<file path="src/rtl/rob_pkg.sv">
`default_nettype none
// ============================================================================
// Module      : rob_pkg
// Description : Shared types and constants for the reorder buffer slice.
//               Tag width, "no producer" tag, entry-type encodings and the
//               word / register-index types used by the core.
// Revision    : 1.0  initial release
// ============================================================================
package rob_pkg;

    // Tag width; the buffer has (1 << ROB_IDX_LN) slots, slot 0 reserved.
    localparam int ROB_IDX_LN = 3;
    typedef logic [ROB_IDX_LN-1:0] ROB_IDX_TP;

    // Tag 0 is never allocated and means "value already architectural".
    localparam ROB_IDX_TP ZERO_ROB_IDX = '0;

    // Entry-type encodings carried on id_type.
    localparam logic [1:0] ROB_TYPE_REG  = 2'd0;
    localparam logic [1:0] ROB_TYPE_BR   = 2'd1;
    localparam logic [1:0] ROB_TYPE_ST   = 2'd2;
    localparam logic [1:0] ROB_TYPE_JALR = 2'd3;

    localparam int REG_IDX_LN = 5;
    typedef logic [REG_IDX_LN-1:0] REG_IDX_TP;
    typedef logic [31:0]           WORD_TP;

endpackage : rob_pkg
`default_nettype wire

</file>
<file path="src/rtl/rob_ptr_inc.sv">
`default_nettype none
// ============================================================================
// Module      : rob_ptr_inc
// Description : Combinational head/tail pointer increment. Wraps from the
//               last slot back to 1 so that slot 0 is never visited.
// Ports       : i_ptr  current pointer (1..ROB_SIZE-1)
//               o_ptr  next pointer    (1..ROB_SIZE-1)
// Revision    : 1.0  initial release
// ============================================================================
module rob_ptr_inc #(
    parameter int ROB_BIT  = 3,
    parameter int ROB_SIZE = 1 << ROB_BIT
) (
    input  logic [ROB_BIT-1:0] i_ptr,
    output logic [ROB_BIT-1:0] o_ptr
);

    localparam logic [ROB_BIT-1:0] C_LAST = ROB_BIT'(ROB_SIZE - 1);
    localparam logic [ROB_BIT-1:0] C_ONE  = ROB_BIT'(1);

    assign o_ptr = (i_ptr == C_LAST) ? C_ONE : (i_ptr + C_ONE);

endmodule : rob_ptr_inc
`default_nettype wire

</file>
<file path="src/rtl/rob.sv">
`default_nettype none
// ============================================================================
// Module      : rob
// Description : Reorder buffer. Allocates a tag per issued instruction,
//               captures results from the common data bus, retires one
//               entry per cycle in program order and raises a rollback
//               pulse when a committed BR mispredicts or a JALR retires.
// Ports       : clk, rst                 clock, synchronous active-high reset
//               rdy, rob_st              freeze inputs (rdy low / stall high)
//               id_full, id_tag          allocation status / next tag
//               id_ena..id_npc           issue interface
//               id_qry*/id_rdy*/id_qval* operand lookup (two ports)
//               cdb_*                    result broadcast
//               rob_wr_*                 registered register-file commit
//               rob_rb, rob_rb_pc        registered rollback pulse / PC
//               rob_st_commit/_idx       registered store-retire pulse / tag
// Config      : ROB_CDB_BYPASS_EN - when defined, the lookup ports forward
//               a same-cycle CDB broadcast combinationally.
// Revision    : 1.0  initial release
// ============================================================================
module rob
    import rob_pkg::*;
#(
    parameter int ROB_BIT  = ROB_IDX_LN,
    parameter int ROB_SIZE = 1 << ROB_BIT
) (
    input  logic                  clk,
    input  logic                  rst,
    input  logic                  rdy,
    input  logic                  rob_st,
    output logic                  id_full,
    output logic [ROB_BIT-1:0]    id_tag,
    input  logic                  id_ena,
    input  logic [1:0]            id_type,
    input  logic [REG_IDX_LN-1:0] id_rd,
    input  logic                  id_pred,
    input  logic [31:0]           id_npc,
    input  logic [ROB_BIT-1:0]    id_qry1,
    input  logic [ROB_BIT-1:0]    id_qry2,
    output logic                  id_rdy1,
    output logic                  id_rdy2,
    output logic [31:0]           id_qval1,
    output logic [31:0]           id_qval2,
    input  logic                  cdb_ena,
    input  logic [ROB_BIT-1:0]    cdb_tag,
    input  logic [31:0]           cdb_val,
    input  logic                  cdb_taken,
    input  logic [31:0]           cdb_tgt,
    output logic                  rob_wr_ena,
    output logic [REG_IDX_LN-1:0] rob_wr_rd,
    output logic [31:0]           rob_wr_val,
    output logic [ROB_BIT-1:0]    rob_wr_idx,
    output logic                  rob_rb,
    output logic [31:0]           rob_rb_pc,
    output logic                  rob_st_commit,
    output logic [ROB_BIT-1:0]    rob_st_idx
);

    localparam logic [ROB_BIT-1:0] C_LAST = ROB_BIT'(ROB_SIZE - 1);
    localparam logic [ROB_BIT-1:0] C_ONE  = ROB_BIT'(1);

    // ------------------------------------------------------------------
    // Per-slot state
    // ------------------------------------------------------------------
    logic                  r_busy  [ROB_SIZE];
    logic                  r_done  [ROB_SIZE];
    logic [1:0]            r_type  [ROB_SIZE];
    logic [REG_IDX_LN-1:0] r_rd    [ROB_SIZE];
    logic [31:0]           r_val   [ROB_SIZE];
    logic                  r_pred  [ROB_SIZE];
    logic [31:0]           r_npc   [ROB_SIZE];
    logic                  r_taken [ROB_SIZE];
    logic [31:0]           r_tgt   [ROB_SIZE];

    logic [ROB_BIT-1:0]    r_head;
    logic [ROB_BIT-1:0]    r_tail;
    logic [ROB_BIT-1:0]    r_count;

    // Registered commit-side outputs
    logic                  r_wr_ena;
    logic [REG_IDX_LN-1:0] r_wr_rd;
    logic [31:0]           r_wr_val;
    logic [ROB_BIT-1:0]    r_wr_idx;
    logic                  r_rb;
    logic [31:0]           r_rb_pc;
    logic                  r_st_commit;
    logic [ROB_BIT-1:0]    r_st_idx;

    // ------------------------------------------------------------------
    // Pointer increments
    // ------------------------------------------------------------------
    logic [ROB_BIT-1:0] w_head_inc;
    logic [ROB_BIT-1:0] w_tail_inc;

    rob_ptr_inc #(.ROB_BIT(ROB_BIT), .ROB_SIZE(ROB_SIZE)) u_head_inc (
        .i_ptr (r_head),
        .o_ptr (w_head_inc)
    );

    rob_ptr_inc #(.ROB_BIT(ROB_BIT), .ROB_SIZE(ROB_SIZE)) u_tail_inc (
        .i_ptr (r_tail),
        .o_ptr (w_tail_inc)
    );

    // ------------------------------------------------------------------
    // Control decode
    // ------------------------------------------------------------------
    logic       w_freeze;
    logic       w_commit;
    logic [1:0] w_htype;
    logic       w_mispred;
    logic       w_rollback;
    logic       w_issue;
    logic       w_wb;
    logic       w_wr_fire;
    logic       w_st_fire;
    logic [31:0] w_rb_pc;

    assign id_full  = (r_count == C_LAST);
    assign id_tag   = r_tail;

    assign w_freeze = !rdy || rob_st;
    // Commit is decided purely from registered done, so a result written at
    // edge N retires at edge N+1.
    assign w_commit = !w_freeze && r_busy[r_head] && r_done[r_head];
    assign w_htype  = r_type[r_head];
    // JALR is treated as always mispredicted: fetch never follows it.
    assign w_mispred = ((w_htype == ROB_TYPE_BR) && (r_taken[r_head] != r_pred[r_head]))
                     || (w_htype == ROB_TYPE_JALR);
    assign w_rollback = w_commit && w_mispred;
    // A rollback squashes the whole window, so same-cycle issue and
    // writeback are dropped rather than landing in a cleared slot.
    assign w_issue  = !w_freeze && !w_rollback && id_ena && !id_full;
    assign w_wb     = !w_freeze && !w_rollback && cdb_ena && (cdb_tag != '0) && r_busy[cdb_tag];
    assign w_wr_fire = w_commit
                     && ((w_htype == ROB_TYPE_REG) || (w_htype == ROB_TYPE_JALR))
                     && (r_rd[r_head] != '0);
    assign w_st_fire = w_commit && (w_htype == ROB_TYPE_ST);
    assign w_rb_pc   = ((w_htype == ROB_TYPE_JALR) || r_taken[r_head]) ? r_tgt[r_head]
                                                                      : r_npc[r_head];

    // ------------------------------------------------------------------
    // State update
    // ------------------------------------------------------------------
    always_ff @(posedge clk) begin
        if (rst) begin
            for (int i = 0; i < ROB_SIZE; i++) begin
                r_busy[i]  <= 1'b0;
                r_done[i]  <= 1'b0;
                r_type[i]  <= '0;
                r_rd[i]    <= '0;
                r_val[i]   <= '0;
                r_pred[i]  <= 1'b0;
                r_npc[i]   <= '0;
                r_taken[i] <= 1'b0;
                r_tgt[i]   <= '0;
            end
            r_head      <= C_ONE;
            r_tail      <= C_ONE;
            r_count     <= '0;
            r_wr_ena    <= 1'b0;
            r_wr_rd     <= '0;
            r_wr_val    <= '0;
            r_wr_idx    <= '0;
            r_rb        <= 1'b0;
            r_rb_pc     <= '0;
            r_st_commit <= 1'b0;
            r_st_idx    <= '0;
        end else if (w_freeze) begin
            r_wr_ena    <= 1'b0;
            r_rb        <= 1'b0;
            r_st_commit <= 1'b0;
        end else begin
            r_wr_ena    <= w_wr_fire;
            r_rb        <= w_rollback;
            r_st_commit <= w_st_fire;

            if (w_wr_fire) begin
                r_wr_rd  <= r_rd[r_head];
                r_wr_val <= r_val[r_head];
                r_wr_idx <= r_head;
            end
            if (w_rollback) begin
                r_rb_pc <= w_rb_pc;
            end
            if (w_st_fire) begin
                r_st_idx <= r_head;
            end

            if (w_wb) begin
                r_done[cdb_tag]  <= 1'b1;
                r_val[cdb_tag]   <= cdb_val;
                r_taken[cdb_tag] <= cdb_taken;
                r_tgt[cdb_tag]   <= cdb_tgt;
            end

            if (w_issue) begin
                r_busy[r_tail] <= 1'b1;
                r_done[r_tail] <= 1'b0;
                r_type[r_tail] <= id_type;
                r_rd[r_tail]   <= id_rd;
                r_pred[r_tail] <= id_pred;
                r_npc[r_tail]  <= id_npc;
                r_tail         <= w_tail_inc;
            end

            if (w_rollback) begin
                for (int i = 0; i < ROB_SIZE; i++) begin
                    r_busy[i] <= 1'b0;
                end
                r_head  <= C_ONE;
                r_tail  <= C_ONE;
                r_count <= '0;
            end else begin
                if (w_commit) begin
                    r_busy[r_head] <= 1'b0;
                    r_head         <= w_head_inc;
                end
                if (w_issue && !w_commit) begin
                    r_count <= r_count + C_ONE;
                end else if (!w_issue && w_commit) begin
                    r_count <= r_count - C_ONE;
                end
            end
        end
    end

    // ------------------------------------------------------------------
    // Operand lookup
    // ------------------------------------------------------------------
    always_comb begin
        id_rdy1  = 1'b1;
        id_qval1 = '0;
        if (id_qry1 != '0) begin
            id_rdy1  = r_done[id_qry1];
            id_qval1 = r_val[id_qry1];
        end
`ifdef ROB_CDB_BYPASS_EN
        if (cdb_ena && (cdb_tag != '0) && (cdb_tag == id_qry1)) begin
            id_rdy1  = 1'b1;
            id_qval1 = cdb_val;
        end
`endif
    end

    always_comb begin
        id_rdy2  = 1'b1;
        id_qval2 = '0;
        if (id_qry2 != '0) begin
            id_rdy2  = r_done[id_qry2];
            id_qval2 = r_val[id_qry2];
        end
`ifdef ROB_CDB_BYPASS_EN
        if (cdb_ena && (cdb_tag != '0) && (cdb_tag == id_qry2)) begin
            id_rdy2  = 1'b1;
            id_qval2 = cdb_val;
        end
`endif
    end

    // ------------------------------------------------------------------
    // Outputs
    // ------------------------------------------------------------------
    assign rob_wr_ena    = r_wr_ena;
    assign rob_wr_rd     = r_wr_rd;
    assign rob_wr_val    = r_wr_val;
    assign rob_wr_idx    = r_wr_idx;
    assign rob_rb        = r_rb;
    assign rob_rb_pc     = r_rb_pc;
    assign rob_st_commit = r_st_commit;
    assign rob_st_idx    = r_st_idx;

endmodule : rob
`default_nettype wire
</file>
<file path="config.mk">
export PLATFORM = sky130hd
export DESIGN_NAME = rob
export DESIGN_NICKNAME = d
export VERILOG_FILES = /design/src/rtl/rob_pkg.sv /design/src/rtl/rob_ptr_inc.sv /design/src/rtl/rob.sv
export SDC_FILE = /design/constraint.sdc
export NUM_CORES = 1
export LEC_CHECK = 0
export CORE_MARGIN = 1
export CORE_UTILIZATION = 56
export DETAILED_ROUTE_END_ITERATION = 12
export PLACE_DENSITY = 0.75
export SETUP_SLACK_MARGIN = 0.1
export SLEW_MARGIN = 20
export SYNTH_ARGS = -nofsm -noshare
export SYNTH_HDL_FRONTEND = slang
export SYNTH_HIERARCHICAL = 1
export SYNTH_SLANG_ARGS = --single-unit
</file>
<file path="constraint.sdc">
create_clock -name clk -period 11.2 [get_ports clk]
set_input_delay 2.24 -clock clk [delete_from_list [all_inputs] [get_ports clk]]
set_output_delay 2.24 -clock clk [all_outputs]
set_load 0.02 [all_outputs]
</file>
==> metrics, run 1 <==
status=complete, but fails checks; failing checks=DRC; PortBufs=approximately 270; final setup TNS=0 ps; Resized cells post-CTS=0; Placed Area=~0.049 mm^2; HP Start=rob_st_idx[0]; startpoint types=input pin; R2R Path End=r_tgt[1][4]; worst slew pin tran=1160 ps; largest cells by area after synthesis=edfxtp_1 (56%), and2_1 (11%), mux4_2 (11%); Worst path max stage delay=700 ps; register share of total power=52.6%; Total Wirelength=about 130,000 um; relative slew slack=roughly 22%; max_cap viols=0; Final setup violation count=0; cell mode on critical path=buf_4; cells along the critical path=buf_4 > buf_4 > nor2b_2 > buf_4 > a22oi_1 > o21ai_0 > clkdlybuf4s50_1; Top Ports=268; setup slack, reg-to-reg=about 4600 ps; Async SR Flop Fraction=0%; Iter 0 DRT Violations=around 3,700; Avg Vias per Cell=approximately 6.6; HPWL Detailed=approximately 72,000 um; Worst Hold Slack=about 460 ps; Worst R2R Path Depth=10; DR vias=roughly 30,000; first-pass GRT wire length=around 190,000 um; vias in the first global route=roughly 30,000; CP max FO=36; Critical Path RT=approximately 9000 ps; Design Area, Final=between 0.05 and 0.06 mm^2; Syn. warnings=6; post-route DRC violation count=1; min cycle time layout=around 7500 ps; leak pwr=~19 nW; commonest non-fill, non-tap cells in the layout=edfxtp_1 (840), and2_1 (788), clkdlybuf4s50_1 (260), mux4_2 (214), o21ai_0 (107); Setup Fix Bufs, Post-CTS=0; unrepaired setup endpoints after global routing=no; Net Sw Frac=22.6%; VDD IR max=0.138 mV; initial antenna violation count=24; initial core utilization=56.6%; layout cells sized above 1=around 16%; Avg WL per Cell=approximately 28 um; CTS Buf Count=97; Worst Hold Path EP=rob_st_idx[0]; Post-synth top flop=edfxtp_1; Die H=roughly 280 um; final hold vios=0; clock latency at the later pin of the worst-skew pair=between 600 and 700 ps; Yosys cell types=between 50 and 60; Setup Skew=a little under 30 ps; CTS sink count=~950; Mapped Area=approximately 0.045 mm^2; fin. max-slew vios=0; Synth area leader=edfxtp_1; Row Count=103; Crit Path Class=in -> out; Post-synth EDFFs=between 800 and 900; cts hold-fix bufs=0; Die ar.=between 0.08 and 0.09 mm^2; Die X=around 280 um; CORE AREA=between 0.07 and 0.08 mm^2; GRT Util Overall=a little under a third; fmax=around 130 MHz; crit end category=output port; root buffer cell=clkbuf_16; total grt overflow=0; path type of the worst min-delay path=reg -> reg; part of the power in the clock network=just over 40%; post-synthesis register bit count=roughly 950; Max Buffers Root-to-Sink=3; nets=between 3,000 and 4,000; period utilisation layout=about two thirds; PnR Total Power=7.63 mW; post-synthesis sequential area ratio=between 60% and 70%; commonest non-fill, non-tap cell in the layout=edfxtp_1; Top delay family on crit path=buffers and inverters; Crit-path slowest cell=clkdlybuf4s50_1; CP Buf/Inv Count=4; largest net degree at the start of global routing=81; wire length on met2=63,900 um; antenna-violating nets left=0; met1 WL=around 48,000 um; Syn-to-layout area delta=15.4%; CTS tree=done; WL met3=12,400 um; RePlAce Congestion=0.840; H-tree depth=3; Avg Cell Area, Syn=around 14 um^2; top sig layer=met5; DR pass1 iterations=10; internal cell power=between 5 and 6 mW; crit path DAT=5220 ps; clock slew at reported path FFs=50 ps; hold path cells=2; post-synth top area share=between 50% and 60%; Sw Pwr=between 1.5 and 2 mW; Syn Inst Count=3,186; Comb power frac=under 10%; P per Cell Area=roughly 150 mW/mm^2
## how the worst max path moves through the flow
stage                     slack [ps]       start      endpoint  cells after the start
after floorplan                 3040        flop    r_taken[6]                     12
after detailed placement        3820  id_qry2[0]  id_qval2[31]                      7
after CTS                       3810  id_qry2[0]  id_qval2[31]                      7
after global routing            3690  id_qry2[0]  id_qval2[31]                      7
final                           3740  id_qry2[0]  id_qval2[31]                      7
after global placement          3930  id_qry2[0]  id_qval2[31]                      7
## per-layer routing
layer	track usage, %	vias to the layer above
met4	13.8	18
met2	52.1	1937
met3	4.94	306
met5	0	-
li1	-	12500
met1	42.4	15200
## tightest hold or removal path, cell delays in order (launching register included)
cell,delay (ps)
dfxtp_1,300
nand2_1,50
a21oi_1,50
## cell usage after synthesis, types with 2 or more instances
cell type and instances:
or2_2 11, nand4_1 33, nor3_1 11, edfxtp_1 840, and3b_1 2, and3_1 3
o211ai_1 99, ha_1 7, buf_1 18, clkbuf_1 230, o21ai_0 111, a22o_1 33
a31o_2 3, inv_1 70, nand2b_1 4, a211oi_1 4, o21ba_2 4, a2111oi_4 2
mux4_2 214, or3_1 2, a221oi_1 97, and2_1 788, nor3b_1 8, a2bb2oi_1 5
mux2_2 70, o2111a_1 2, buf_2 24, a22oi_1 67, o211a_1 40, a21o_1 4
a21oi_1 108, nor2b_1 12, dfxtp_1 106, nor2_1 15, nand2_1 93, o22a_1 3
mux2i_1 13, buf_6 3, nand3_1 11
## cell type report
type	instances	area (um^2)
sequential	946	27400
fill	5549	27300
multi-input combinational	1958	16500
timing repair buffer	333	3160
clock buffer	143	2670
tap	1050	1310
clock inverter	39	384
inverter	70	263
antenna	16	40.0
## metrics by stage
step | worst slack (ps) | cells | util [%]
2_1_floorplan | 3040 | 3250 | -
3_3_place_gp | 3930 | 4356 | 61.4
3_5_place_dp | 3820 | 4356 | 61.4
4_1_cts | 3810 | 4538 | 65.3
5_1_grt | 3690 | 4554 | 65.4
6_report | 3740 | 4555 | 65.4
## flip-flops by register name, indices dropped and copies added (netlist names), 16 cells and up, named ones only
| signal | count |
|---|---|
| r_npc | 256 |
| r_tgt | 256 |
| r_val | 256 |
| r_rd | 40 |
| rob_rb_pc | 32 |
| rob_wr_val | 32 |
| r_type | 16 |
## cells by family (layout without fill, tap and decap cells)
logic type / after synthesis / after routing / share of synthesized area [%]
AOI/OAI and AO/OA: 591 / 591 / 9.47
xor gates and xnor gates: 1 / 1 / 0.0196
adders and majority gates: 8 / 8 / 0.240
buffers and inverters: 346 / 585 / 3.03
DFF: 946 / 946 / 61.1
muxes: 297 / 297 / 12.8
other: 1 / 81 / 0.00838
and+or+nand+nor: 996 / 996 / 13.3
## power groups by stage
stage	Combinational [mW]	Sequential [mW]	Clock [mW]
after floorplan	0.263	4.07	0
after global placement	0.477	4.07	0
after detailed placement	0.485	4.08	0
after CTS	0.487	4.01	3.15
after global routing	0.517	4.02	3.28
final	0.490	4.01	3.13
Note: power is estimated with default switching activity, not from simulation.
==> run 2: changes to the inputs <==
==> constraint.sdc (replaced) <==
create_clock -name clk -period 7.45 [get_ports clk]
set_input_delay 1.49 -clock clk [delete_from_list [all_inputs] [get_ports clk]]
set_output_delay 1.49 -clock clk [all_outputs]
set_load 0.02 [all_outputs]
==> run 2 against run 1 <==
Non-clock buffer count up 1. Hold slack better by 1.9 ps. Die area unchanged. The flow now finishes without violations. Power up 54%. Via count down 0.86%.
==> metrics, run 2 (same netlist as run 1, synthesis figures left out) <==
crit end category=output port; cells along the critical path=buf_4 > nor2b_2 > buf_4 > a221oi_1 > a21oi_1 > clkdlybuf4s50_1; cts hold-fix bufs=0; nets=3,536; PortBufs=approximately 270; Avg Vias per Cell=~6.5; cell mode on critical path=buf_4; Top delay family on crit path=buffers and inverters; startpoint types=input pin; final hold vios=0; Setup Skew=between 20 and 30 ps; layout cells sized above 1=around 16%; Top Ports=around 270; final std cells w/o fill=roughly 4,500; CTS Buf Count=98; Crit Path Class=in -> out; antenna-violating nets left=0; H-tree depth=3; Setup Fix Bufs, Post-CTS=0; fmax=around 170 MHz; CP Buf/Inv Count=3; relative slew slack=30.9%; total grt overflow=0; Row Count=around 100; DR pass1 iterations=6; Die H=285 um; Resized cells post-CTS=0; root buffer cell=clkbuf_16; fin. max-slew vios=0; crit path DAT=between 4000 and 5000 ps; worst slew pin tran=around 1000 ps; CTS tree=done; Max Buffers Root-to-Sink=3; CP max FO=47; initial antenna violation count=13; Total Wirelength=about 130,000 um; unrepaired setup endpoints after global routing=no; Critical Path RT=slightly below 6000 ps; clock latency at the later pin of the worst-skew pair=between 600 and 700 ps; largest net degree at the start of global routing=77; Die ar.=just over 0.08 mm^2; PnR worst setup slack=between 1500 and 2000 ps; vias in the first global route=around 30,000; HPWL Detailed=approximately 73,000 um; VDD IR max=0.206 mV; RePlAce Congestion=between 0.8 and 0.9; DR vias=between 20,000 and 30,000; dpl cells=4,358; Avg WL per Cell=28.4 um; dpl ws=~1800 ps; post-route DRC violation count=0; P per Cell Area=roughly 230 mW/mm^2; Final setup violation count=0; status=complete, no violations; min cycle time layout=approximately 5700 ps; first-pass GRT wire length=approximately 190,000 um; initial core utilization=56.6%; commonest non-fill, non-tap cells in the layout=edfxtp_1 (840), and2_1 (788), clkdlybuf4s50_1 (260), mux4_2 (214), o21ai_0 (107); CTS sink count=between 900 and 1,000; largest registers=r_npc x256, r_tgt x256, r_val x256; Die X=about 280 um; Syn-to-layout area delta=16.0%; GRT Util Overall=around a third; leak pwr=18.8 nW; final setup TNS=0 ps; period utilisation layout=76.9%; Iter 0 DRT Violations=3,430; CORE AREA=around 0.08 mm^2; max_cap viols=0; Crit-path slowest cell=nor2b_2; clock slew at reported path FFs=60 ps; commonest non-fill, non-tap cell in the layout=edfxtp_1; Worst path max stage delay=between 700 and 800 ps; path type of the worst min-delay path=reg -> reg
[run 2: changes by cell type in the layout (fill, tap and decap cells not counted), sizes merged]
| cell | before | now |
|---|---|---|
| diode | 16 | 3 |
| bufinv | 4 | 9 |
| clkbuf | 143 | 127 |
| clkinvlp | 2 | 7 |
| inv | 73 | 72 |
| clkinv | 30 | 39 |
| buf | 73 | 74 |
[run 2: routing by layer]
metal  vias to the layer above  wire length, um  track usage [%]
met5                         -              149                0
li1                      12500                -                -
met1                     14900            46700             40.1
met3                       380            12900             6.11
met2                      1953            63700             53.0
met4                        22             5390             14.4
[run 2: cell type report]
class | count | area, um^2
Inverter | 70 | 263
Multi-Input combinational cell | 1958 | 16500
Clock inverter | 57 | 576
Fill cell | 5479 | 27100
Clock buffer | 127 | 2700
Timing Repair Buffer | 334 | 3230
Sequential cell | 946 | 27400
Antenna cell | 3 | 7.51
Tap cell | 1050 | 1310
[run 2: worst min-delay path, cell delays in order (launching register included)]
cell and delay (ps):
dfxtp_1 310, nand2_1 50, a21oi_1 50
[run 2: worst paths after layout]
kind                 startpoint  cells after the start             to  slack, ps
setup / recovery     id_qry2[0]                      6   id_qval2[14]       1720
hold / removal    rob_st_idx[0]                      2  rob_st_idx[0]        460
setup reg to reg           flop                      8    r_npc[5][0]       2180
hold reg to reg   rob_st_idx[0]                      2  rob_st_idx[0]        460
[run 2: stage by stage]
stage | hold WS [ps] | total power [mW] | util (%) | area [um^2]
global route | 495 | 12.0 | 65.7 | 51900
finish | 462 | 11.7 | 65.7 | 51900
global placement | 450 | 6.85 | 61.6 | 48600
CTS | 468 | 11.8 | 65.7 | 51900
detailed placement | 460 | 6.88 | 61.6 | 48600
floorplan | 452 | 6.51 | - | 45000
[run 2: report_power, final]
group          switching [mW]  internal, mW
Combinational           0.446         0.297
Sequential             0.0855          5.95
Clock                    2.09          2.87
Total                    2.63          9.12
